**src/rtl/cpu_mem_arb_pkg.sv**
```systemverilog
// cpu_mem_arb_pkg: shared constants for the CPU instruction/data memory arbiter.
//   - owner tags stored in the outstanding-request FIFO
//   - grant state encodings of the arbiter
//   - SRAM-like transfer size encodings
package cpu_mem_arb_pkg;

  localparam logic OWN_INST = 1'b0;
  localparam logic OWN_DATA = 1'b1;

  typedef enum logic [1:0] {
    FREE   = 2'd0,
    HOLD_I = 2'd1,
    HOLD_D = 2'd2
  } grant_state_e;

  localparam logic [1:0] SZ_B = 2'd0;
  localparam logic [1:0] SZ_H = 2'd1;
  localparam logic [1:0] SZ_W = 2'd2;

  // Hold state that locks the grant onto the given owner.
  function automatic grant_state_e hold_state(input logic own);
    grant_state_e st;
    if (own == OWN_DATA) begin
      st = HOLD_D;
    end else begin
      st = HOLD_I;
    end
    return st;
  endfunction

endpackage

```
**src/rtl/arb_owner_fifo.sv**
```systemverilog
// arb_owner_fifo: 1-bit wide, DEPTH-entry synchronous FIFO holding the owner
// tag of every accepted-but-unanswered memory request, in issue order.
// Ports:
//   clk, resetn        clock, asynchronous active-low reset (empties the FIFO)
//   push, push_tag     write a tag (ignored while full)
//   pop                drop the head entry (ignored while empty)
//   full, empty, head  status and oldest tag
module arb_owner_fifo #(
  parameter int DEPTH = 2
) (
  input  logic clk,
  input  logic resetn,
  input  logic push,
  input  logic push_tag,
  input  logic pop,
  output logic full,
  output logic empty,
  output logic head
);

  localparam int PW = (DEPTH > 1) ? $clog2(DEPTH) : 1;
  localparam int CW = $clog2(DEPTH) + 1;

  logic [DEPTH-1:0] tag_r;
  logic [PW-1:0]    wr_ptr_r;
  logic [PW-1:0]    rd_ptr_r;
  logic [CW-1:0]    count_r;
  logic             push_ok_s;
  logic             pop_ok_s;

  // Pointer advance with explicit wrap so DEPTH=1 also works.
  function automatic logic [PW-1:0] ptr_inc(input logic [PW-1:0] p);
    logic [PW-1:0] n;
    if (p == PW'(DEPTH - 1)) begin
      n = PW'(0);
    end else begin
      n = p + PW'(1);
    end
    return n;
  endfunction

  assign full      = (count_r == CW'(DEPTH));
  assign empty     = (count_r == CW'(0));
  assign head      = tag_r[rd_ptr_r];
  assign push_ok_s = push && !full;
  assign pop_ok_s  = pop && !empty;

  // Tag storage, pointers and occupancy count.
  always_ff @(posedge clk or negedge resetn) begin
    if (!resetn) begin
      tag_r    <= {DEPTH{1'b0}};
      wr_ptr_r <= PW'(0);
      rd_ptr_r <= PW'(0);
      count_r  <= CW'(0);
    end else begin
      if (push_ok_s) begin
        tag_r[wr_ptr_r] <= push_tag;
        wr_ptr_r        <= ptr_inc(wr_ptr_r);
      end
      if (pop_ok_s) begin
        rd_ptr_r <= ptr_inc(rd_ptr_r);
      end
      case ({push_ok_s, pop_ok_s})
        2'b10:   count_r <= count_r + CW'(1);
        2'b01:   count_r <= count_r - CW'(1);
        default: count_r <= count_r;
      endcase
    end
  end

endmodule

```
**src/rtl/cpu_mem_arbiter.sv**
```systemverilog
// cpu_mem_arbiter: merges the core's instruction-fetch and data SRAM-like
// request ports onto one SRAM-like memory port, and routes each mem_data_ok
// back to the master that issued the matching request (issue order).
// Ports:
//   clk, resetn                       clock, asynchronous active-low reset
//   inst_* / data_* request inputs    req, wr, size, wstrb, addr, wdata
//   inst_* / data_* response outputs  addr_ok, data_ok, rdata
//   mem_* request outputs             req, wr, size, wstrb, addr, wdata
//   mem_addr_ok, mem_data_ok, mem_rdata  memory accept / response / read data
//   resp_err                          sticky: response seen with nothing outstanding
// Build option: define CPU_MEM_ARB_RR_EN for round-robin arbitration in FREE;
// otherwise data has fixed priority over inst.
module cpu_mem_arbiter
  import cpu_mem_arb_pkg::*;
#(
  parameter int OST_DEPTH = 2
) (
  input  logic        clk,
  input  logic        resetn,
  input  logic        inst_req,
  input  logic        inst_wr,
  input  logic [1:0]  inst_size,
  input  logic [3:0]  inst_wstrb,
  input  logic [31:0] inst_addr,
  input  logic [31:0] inst_wdata,
  output logic        inst_addr_ok,
  output logic        inst_data_ok,
  output logic [31:0] inst_rdata,
  input  logic        data_req,
  input  logic        data_wr,
  input  logic [1:0]  data_size,
  input  logic [3:0]  data_wstrb,
  input  logic [31:0] data_addr,
  input  logic [31:0] data_wdata,
  output logic        data_addr_ok,
  output logic        data_data_ok,
  output logic [31:0] data_rdata,
  output logic        mem_req,
  output logic        mem_wr,
  output logic [1:0]  mem_size,
  output logic [3:0]  mem_wstrb,
  output logic [31:0] mem_addr,
  output logic [31:0] mem_wdata,
  input  logic        mem_addr_ok,
  input  logic        mem_data_ok,
  input  logic [31:0] mem_rdata,
  output logic        resp_err
);

  grant_state_e state_r;
  logic         grant_s;
  logic         grant_req_s;
  logic         accept_s;
  logic         rsp_valid_s;
  logic         fifo_full_s;
  logic         fifo_empty_s;
  logic         fifo_head_s;
  logic         resp_err_r;
`ifdef CPU_MEM_ARB_RR_EN
  logic         last_win_r;
`endif

  // Grant selection: locked while holding, arbitrated in FREE.
  always_comb begin
    grant_s = OWN_INST;
    case (state_r)
      HOLD_I: grant_s = OWN_INST;
      HOLD_D: grant_s = OWN_DATA;
      FREE: begin
        if (data_req && inst_req) begin
`ifdef CPU_MEM_ARB_RR_EN
          grant_s = ~last_win_r;
`else
          grant_s = OWN_DATA;
`endif
        end else if (data_req) begin
          grant_s = OWN_DATA;
        end else begin
          grant_s = OWN_INST;
        end
      end
      default: grant_s = OWN_INST;
    endcase
  end

  // Request mux from the granted master.
  always_comb begin
    if (grant_s == OWN_DATA) begin
      grant_req_s = data_req;
      mem_wr      = data_wr;
      mem_size    = data_size;
      mem_wstrb   = data_wstrb;
      mem_addr    = data_addr;
      mem_wdata   = data_wdata;
    end else begin
      grant_req_s = inst_req;
      mem_wr      = inst_wr;
      mem_size    = inst_size;
      mem_wstrb   = inst_wstrb;
      mem_addr    = inst_addr;
      mem_wdata   = inst_wdata;
    end
  end

  // Handshakes are forced low while reset is asserted, independent of inputs.
  // A full FIFO blocks the request even if a pop happens this cycle.
  assign mem_req      = resetn && grant_req_s && !fifo_full_s;
  assign accept_s     = mem_req && mem_addr_ok;
  assign inst_addr_ok = accept_s && (grant_s == OWN_INST);
  assign data_addr_ok = accept_s && (grant_s == OWN_DATA);

  // A response with nothing outstanding is dropped (and flagged below).
  assign rsp_valid_s  = resetn && mem_data_ok && !fifo_empty_s;
  assign inst_data_ok = rsp_valid_s && (fifo_head_s == OWN_INST);
  assign data_data_ok = rsp_valid_s && (fifo_head_s == OWN_DATA);
  assign inst_rdata   = mem_rdata;
  assign data_rdata   = mem_rdata;
  assign resp_err     = resp_err_r;

  arb_owner_fifo #(
    .DEPTH (OST_DEPTH)
  ) u_owner_fifo (
    .clk      (clk),
    .resetn   (resetn),
    .push     (accept_s),
    .push_tag (grant_s),
    .pop      (rsp_valid_s),
    .full     (fifo_full_s),
    .empty    (fifo_empty_s),
    .head     (fifo_head_s)
  );

  // Grant state: lock onto a granted-but-unaccepted master until it is accepted.
  always_ff @(posedge clk or negedge resetn) begin
    if (!resetn) begin
      state_r <= FREE;
    end else begin
      case (state_r)
        FREE: begin
          if (grant_req_s && !accept_s) begin
            state_r <= hold_state(grant_s);
          end else begin
            state_r <= FREE;
          end
        end
        HOLD_I, HOLD_D: begin
          if (accept_s) begin
            state_r <= FREE;
          end else begin
            state_r <= state_r;
          end
        end
        default: state_r <= FREE;
      endcase
    end
  end

  // Sticky spurious-response flag.
  always_ff @(posedge clk or negedge resetn) begin
    if (!resetn) begin
      resp_err_r <= 1'b0;
    end else if (mem_data_ok && fifo_empty_s) begin
      resp_err_r <= 1'b1;
    end else begin
      resp_err_r <= resp_err_r;
    end
  end

`ifdef CPU_MEM_ARB_RR_EN
  // Last winner; resets to DATA so inst wins the first conflict.
  always_ff @(posedge clk or negedge resetn) begin
    if (!resetn) begin
      last_win_r <= OWN_DATA;
    end else if (accept_s) begin
      last_win_r <= grant_s;
    end else begin
      last_win_r <= last_win_r;
    end
  end
`endif

endmodule

```
**config.mk**
```make
export PLATFORM = sky130hd
export DESIGN_NAME = cpu_mem_arbiter
export DESIGN_NICKNAME = d
export VERILOG_FILES = /design/src/rtl/cpu_mem_arb_pkg.sv /design/src/rtl/arb_owner_fifo.sv /design/src/rtl/cpu_mem_arbiter.sv
export SDC_FILE = /design/constraint.sdc
export NUM_CORES = 1
export LEC_CHECK = 0
export ABC_AREA = 0
export BUFFER_PORTS_ARGS = -buffer_cell sky130_fd_sc_hd__buf_2
export CAP_MARGIN = 20
export CORE_AREA = 4 4 122 124
export DETAILED_ROUTE_END_ITERATION = 10
export DIE_AREA = 0 0 126 128
export GPL_TIMING_DRIVEN = 0
export PLACE_DENSITY = 0.54
export SETUP_SLACK_MARGIN = 0.05
export SLEW_MARGIN = 30
export SYNTH_ARGS = -nofsm -noshare
export SYNTH_HDL_FRONTEND = slang
export SYNTH_HIERARCHICAL = 1
export SYNTH_SLANG_ARGS = --single-unit
export TNS_END_PERCENT = 1
```
**constraint.sdc**
```tcl
create_clock -name clk -period 2.9 [get_ports clk]
set_clock_uncertainty 0.2 [all_clocks]
set_input_delay 0.58 -clock clk [delete_from_list [all_inputs] [get_ports clk]]
set_output_delay 0.58 -clock clk [all_outputs]
set_load 0.01 [all_outputs]
```
# Yosys cells after proc, flatten, opt, wreduce, memory -nomap -nowiden
# Cells that the tools add are included.
[totals]
elab_cells = 64
register_bits = 9
out_inout_bits = 141
[op_classes]
order_cmp = 3
muxes = 21
n_eq_ne = 6
addsub = 4
reduce_logical = 22
n_bitwise = 2
[op_table]
columns = ["cell", "count"]
rows = [
  ["two-way mux 32 bit", 2],
  ["logical AND 1 bit", 15],
  ["two-way mux 1 bit", 9],
  ["two-way mux 2 bit", 4],
  ["one-hot mux 2 bit (2 select lines)", 2],
  ["equality test 2 bit (second input constant)", 3],
  ["equality test 2 x 1 -> 1 bit (second input constant)", 2],
  ["logical NOT 2 bit", 2],
  ["less-than comparator 1 x 2 -> 1 bit (second input constant)", 2],
  ["two-way mux 4 bit", 1],
  ["logical NOT 1 bit", 3],
  ["adder 1 bit (second input constant)", 2],
  ["adder 2 x 1 -> 2 bit (second input constant)", 1],
  ["bitwise mux 2 bit", 1],
  ["!= test 2 bit (second input constant)", 1],
  ["NOT 1 bit", 2],
  ["one-hot mux 1 bit (2 select lines)", 1],
  ["nonzero test 2 bit", 1],
  ["OR reduction 2 bit", 1],
  ["subtractor 2 x 1 -> 2 bit (second input constant)", 1],
  ["demux 1 bit (select 1 bit)", 1],
  ["greater-or-equal comparator 1 bit (second input constant)", 1],
]

# Logic depth before layout (Yosys ltp)
[logic_depth]
ltp_word = 11
depth_mapped = 9
depth_no_buf = 9

# Modules after synthesis
# The synthesis kept the hierarchy.
[by_module_without_submodules]
columns = ["module", "seq_area_each_um2", "area_each_um2", "cells_each", "instances"]
rows = [
  ["cpu_mem_arbiter", 75.1, 1587.8, 318, 1],
  ["arb_owner_fifo", 150.1, 282.8, 23, 1],
]

# Least setup slack after synthesis
# No wires, ideal clock.
[synth_path]
kind = "reg2out"
start = "register state_r[0]"
end = "output data_addr_ok"
required_ns = 2.120
n_path_buf = 0
arrival_time_ns = 1.291
path_stages_with_launch = 6
setup_slack_ns = 0.829
cell_sequence = "dfrtp_1 -> inv_1 -> ha_1 -> o21a_1 -> o2111a_1 -> and2_1"
[synth_between]
elab_chain_len = 7
elab_cells_between_ends = 8
cone_classes = "eq/ne (1); mux (2); reduce/logical (5)"
[synth_rtl]
columns = ["item", "line_no", "source"]
rows = [
  ["start, declared", "cpu_mem_arbiter.sv:50", "grant_state_e state_r;"],
  ["start signal, assigned", "cpu_mem_arbiter.sv:141", "state_r <= hold_state(grant_s);"],
  ["start signal, assigned", "cpu_mem_arbiter.sv:150", "state_r <= state_r;"],
  ["equality test 2 bit or logical NOT 2 bit (tied branches)", "cpu_mem_arbiter.sv:66", "case (state_r)"],
  ["one-hot mux 1 bit (2 select lines) (*)", "cpu_mem_arbiter.sv:66", ""],
  ["two-way mux 1 bit (*)", "cpu_mem_arbiter.sv:88", "if (grant_s == OWN_DATA) begin"],
  ["logical AND 1 bit (*) (2 in series)", "cpu_mem_arbiter.sv:107", "assign mem_req = resetn && grant_req_s && !fifo_full_s;"],
  ["logical AND 1 bit (*)", "cpu_mem_arbiter.sv:108", "assign accept_s = mem_req && mem_addr_ok;"],
  ["via accept_s", "cpu_mem_arbiter.sv:53", "logic accept_s;"],
  ["logical AND 1 bit (*)", "cpu_mem_arbiter.sv:110", "assign data_addr_ok = accept_s && (grant_s == OWN_DATA);"],
  ["end, declared", "cpu_mem_arbiter.sv:35", "output logic data_addr_ok,"],
]
# The timed path passes the listed nets; every way through them passes the cells marked *.

# Worst setup path in the final report
[layout_path]
start = "register state_r[0]"
end = "output mem_wdata[29]"
[layout_between]
elab_chain_len = 3
elab_cells_between_ends = 4
cone_classes = "eq/ne (1); mux (2); reduce/logical (1)"
[layout_rtl]
columns = ["item", "line_no", "source"]
rows = [
  ["equality test 2 bit or logical NOT 2 bit (tied branches)", "cpu_mem_arbiter.sv:66", ""],
  ["one-hot mux 1 bit (2 select lines) (*)", "cpu_mem_arbiter.sv:66", ""],
  ["two-way mux 32 bit (*)", "cpu_mem_arbiter.sv:88", ""],
  ["end, declared", "cpu_mem_arbiter.sv:43", "output logic [31:0] mem_wdata,"],
]
# Mark *: on every way between the ends. The rest lies on a longest branch, timed or not.

==> insert_results.sql <==
INSERT INTO impl_metrics (metric_group, metric, value, unit) VALUES
('power_and_ir_drop', 'power_density', '765.1', 'nW/um^2'),
('global_routing', 'grt_pass1_vias', '2788', ''),
('clock_network', 'cts_max_path_buffers', '2', ''),
('synthesis', 'ys_dominant_reg_cell', 'sky130_fd_sc_hd__dfrtp_1', ''),
('setup_path', 'end_kind', 'output port', ''),
('sta', 'worst_slack', '0.2089', 'ns'),
('setup_path', 'critical_path_arrival', '1.91', 'ns'),
('synthesis', 'synth.ff_latch_count', '9', ''),
('setup_path', 'crit-reg2reg-capture', 'u_owner_fifo/count_r[1]', ''),
('flow_run', 'max_cap_violations', '0', ''),
('routing', 'antenna_left', '0', ''),
('outcome', 'status', 'finished clean', ''),
('sta', 'post-route-min-period', '2.691', 'ns'),
('synthesis', 'netlist_area', '1871', 'um^2'),
('clock_network', 'cts_hold_buffers', '0', ''),
('die', 'floorplan.die.height', '128', 'um'),
('routing', 'drt_iter0_drc', '96', ''),
('routing', 'wire_length_reported_by_the_detailed_router', '10.72', 'mm'),
('die', 'floorplan.die.width', '126', 'um'),
('global_routing', 'grt-ovfl-total', '0', ''),
('routing', 'first_pass_iters', '4', ''),
('final_layout', 'utilization', '0.2660', ''),
('sta', 'unrepaired_setup_endpoints_after_global_routing', 'no', ''),
('clock_network', 'clock_insertion_delay_worst_skew', '0.24', 'ns'),
('synthesis', 'synth_nets', '524', ''),
('clock_network', 'cts-htree-levels', '1', ''),
('clock_network', 'cts_tree', 'done', ''),
('power_and_ir_drop', 'pwr-share-clk', '0.088', ''),
('sta', 'timing_hold_violations_final', '0', ''),
('final_layout', 'syn2layout_area_growth', '95.85', '%'),
('synthesis', 'synth_edf_count', '0', ''),
('die', 'design.die.area', '16130', 'um^2'),
('synthesis', 'post_synth_num_cell_types', '25', ''),
('final_layout', 'layout.nets', '820', ''),
('setup_path', 'r2r_slack', '0.65', 'ns'),
('power_and_ir_drop', 'pwr-share-comb', '0.831', ''),
('place', 'final_weighted_congestion_in_routability_driven_placement', '0.7718', ''),
('power_and_ir_drop', 'leakage', '2.439', 'nW'),
('power_and_ir_drop', 'cellInternalPower', '0.001311', 'W'),
('sta', 'max_clock_freq', '0.3716', 'GHz'),
('power_and_ir_drop', 'max-vdd-ir-drop', '0.4287', 'mV'),
('sta', 'final_slew_viol_count', '0', ''),
('setup_path', 'timing.reg2reg.worst_path_depth', '8', ''),
('sta', 'fin_setup_tns', '0', 'ns'),
('clock_network', 'cts.clk_slew.worst_paths', '0.04', 'ns'),
('setup_path', 'worst_setup_path_endpoint', 'mem_wdata[29]', ''),
('setup_path', 'crit_fanout', '10', ''),
('synthesis', 'yosys_warnings', '6', ''),
('routing', 'drt_drc', '0', ''),
('synthesis', 'synth-seq-area-share', '0.1204', ''),
('global_routing', 'grt_antenna_before_repair', '0', ''),
('final_layout', 'layout.cells.most_common', 'sky130_fd_sc_hd__buf_2', ''),
('sta', 'worstMarginPinSlew', '0.2627', 'ns'),
('worst_hold_path', 'timing.hold.worst.class', 'in2async', ''),
('place', 'numPortBuffers', '288', ''),
('global_routing', 'grt_usage', '0.1148', ''),
('setup_path', 'r2r-start', 'state_r[0]', ''),
('clock_network', 'cts.root.buffer_cell', 'sky130_fd_sc_hd__clkbuf_16', ''),
('global_routing', 'grt_start_max_net_pins', '13', ''),
('power_and_ir_drop', 'total_power', '0.002803', 'W'),
('synthesis', 'netlist_instances', '341', ''),
('setup_path', 'worst_setup_sp', 'state_r[0]', ''),
('clock_network', 'cts_made_buffers', '3', ''),
('final_layout', 'antennaDiodeCount', '0', ''),
('setup_path', 'startpoint_types', 'register', ''),
('die', 'placement_rows', '43', ''),
('final_layout', 'mostFrequentLayoutCells', '298 x sky130_fd_sc_hd__buf_2, 216 x sky130_fd_sc_hd__nand2_1, 67 x sky130_fd_sc_hd__buf_4', ''),
('die', 'num_io_pins', '321', ''),
('setup_path', 'crit_type', 'reg2out', ''),
('sta', 'whs', '0.006063', 'ns'),
('final_layout', 'fillers', '1604', '');
## critical path, cell delays in order, from the launching register on
cell                       delay (ns)
sky130_fd_sc_hd__dfrtp_1         0.38
sky130_fd_sc_hd__inv_1           0.08
sky130_fd_sc_hd__ha_1            0.26
sky130_fd_sc_hd__a21oi_4         0.09
sky130_fd_sc_hd__buf_12          0.15
sky130_fd_sc_hd__inv_4           0.13
sky130_fd_sc_hd__clkbuf_4        0.23
sky130_fd_sc_hd__nand2_1         0.10
sky130_fd_sc_hd__nand2_1         0.09
sky130_fd_sc_hd__buf_2           0.14
## sequential cells by signal, summed over array words and instances (netlist names)
signal                 cells
u_owner_fifo/rd_ptr_r      1
u_owner_fifo/count_r       2
resp_err                   1
u_owner_fifo/tag_r         2
u_owner_fifo/wr_ptr_r      1
state_r                    2
## Yosys cell counts (2+ instances only)
| cell | number | share of area |
|---|---|---|
| sky130_fd_sc_hd__xor2_1 | 2 | 0.0094 |
| sky130_fd_sc_hd__nor2_1 | 5 | 0.010 |
| sky130_fd_sc_hd__nand2_1 | 216 | 0.43 |
| sky130_fd_sc_hd__buf_2 | 14 | 0.037 |
| sky130_fd_sc_hd__nor2b_1 | 2 | 0.0067 |
| sky130_fd_sc_hd__inv_1 | 4 | 0.0080 |
| sky130_fd_sc_hd__mux2_1 | 2 | 0.012 |
| sky130_fd_sc_hd__xnor2_1 | 3 | 0.014 |
| sky130_fd_sc_hd__nand3b_1 | 2 | 0.0080 |
| sky130_fd_sc_hd__dfrtp_1 | 9 | 0.12 |
| sky130_fd_sc_hd__ha_1 | 3 | 0.020 |
| sky130_fd_sc_hd__buf_4 | 64 | 0.26 |
| sky130_fd_sc_hd__and2_1 | 3 | 0.010 |
## logic make-up (layout without fill, tap and decap cells)
kind of cell             count (synthesis)  in the layout  share of synthesized area
multiplexers                             3              3                    0.01806
flip-flops                               9              9                     0.1204
XOR/XNOR                                 5              5                    0.02342
AND/OR/NAND/NOR                        231            231                     0.4783
buffers and inverters                   83            378                     0.3043
adder cells (fa/ha/maj)                  3              3                    0.02007
AO/OA/AOI/OAI                            7              7                    0.03545
## through the flow
stage / instances / instance area (um^2)
6_report: 816 / 3664
5_1_grt: 816 / 3664
4_1_cts: 816 / 3654
3_5_place_dp: 809 / 3537
3_3_place_gp: 809 / 3537
2_1_floorplan: 341 / 1871
## area by class of cell
type | count | area, um^2 | area share
clock buffers | 4 | 78.83 | 0.02152
repair buffers | 291 | 1476 | 0.4030
inverters | 5 | 21.27 | 0.005806
multi-input cells | 249 | 1076 | 0.2937
plain buffers | 78 | 560.5 | 0.1530
well taps | 180 | 225.2 | 0.06148
flip-flops and latches | 9 | 225.2 | 0.06148
## how the worst min path moves through the flow
stage,to
6_report,resp_err
5_1_grt,resp_err
4_1_cts,resp_err
3_5_place_dp,resp_err
3_3_place_gp,resp_err
2_1_floorplan,resp_err
## timing repair
item | 4_1_cts | 5_1_grt
setup endpoints to repair | 62 | 64
resized for setup | 1 | 5
pin swaps | 1 | 0
buffers inserted | 3 | 0
## power by group through the flow
stage | combinational [W] | sequential, W | clock, W
2_1_floorplan | 0.00131 | 0.000217 | 0
3_3_place_gp | 0.00230 | 0.000226 | 0
3_5_place_dp | 0.00229 | 0.000228 | 0
4_1_cts | 0.00237 | 0.000226 | 0.000251
5_1_grt | 0.00258 | 0.000235 | 0.000257
6_report | 0.00233 | 0.000226 | 0.000247
## routing by layer
metal | global-route usage | share of wire | vias up
met5 | 0 | 0 | -
met4 | 0.01136 | 0.0034 | 0
met3 | 0.02792 | 0.097 | 3
met2 | 0.2034 | 0.49 | 149
met1 | 0.1465 | 0.41 | 1215
li1 | - | - | 1554
Note: power is estimated with default switching activity, not from simulation.
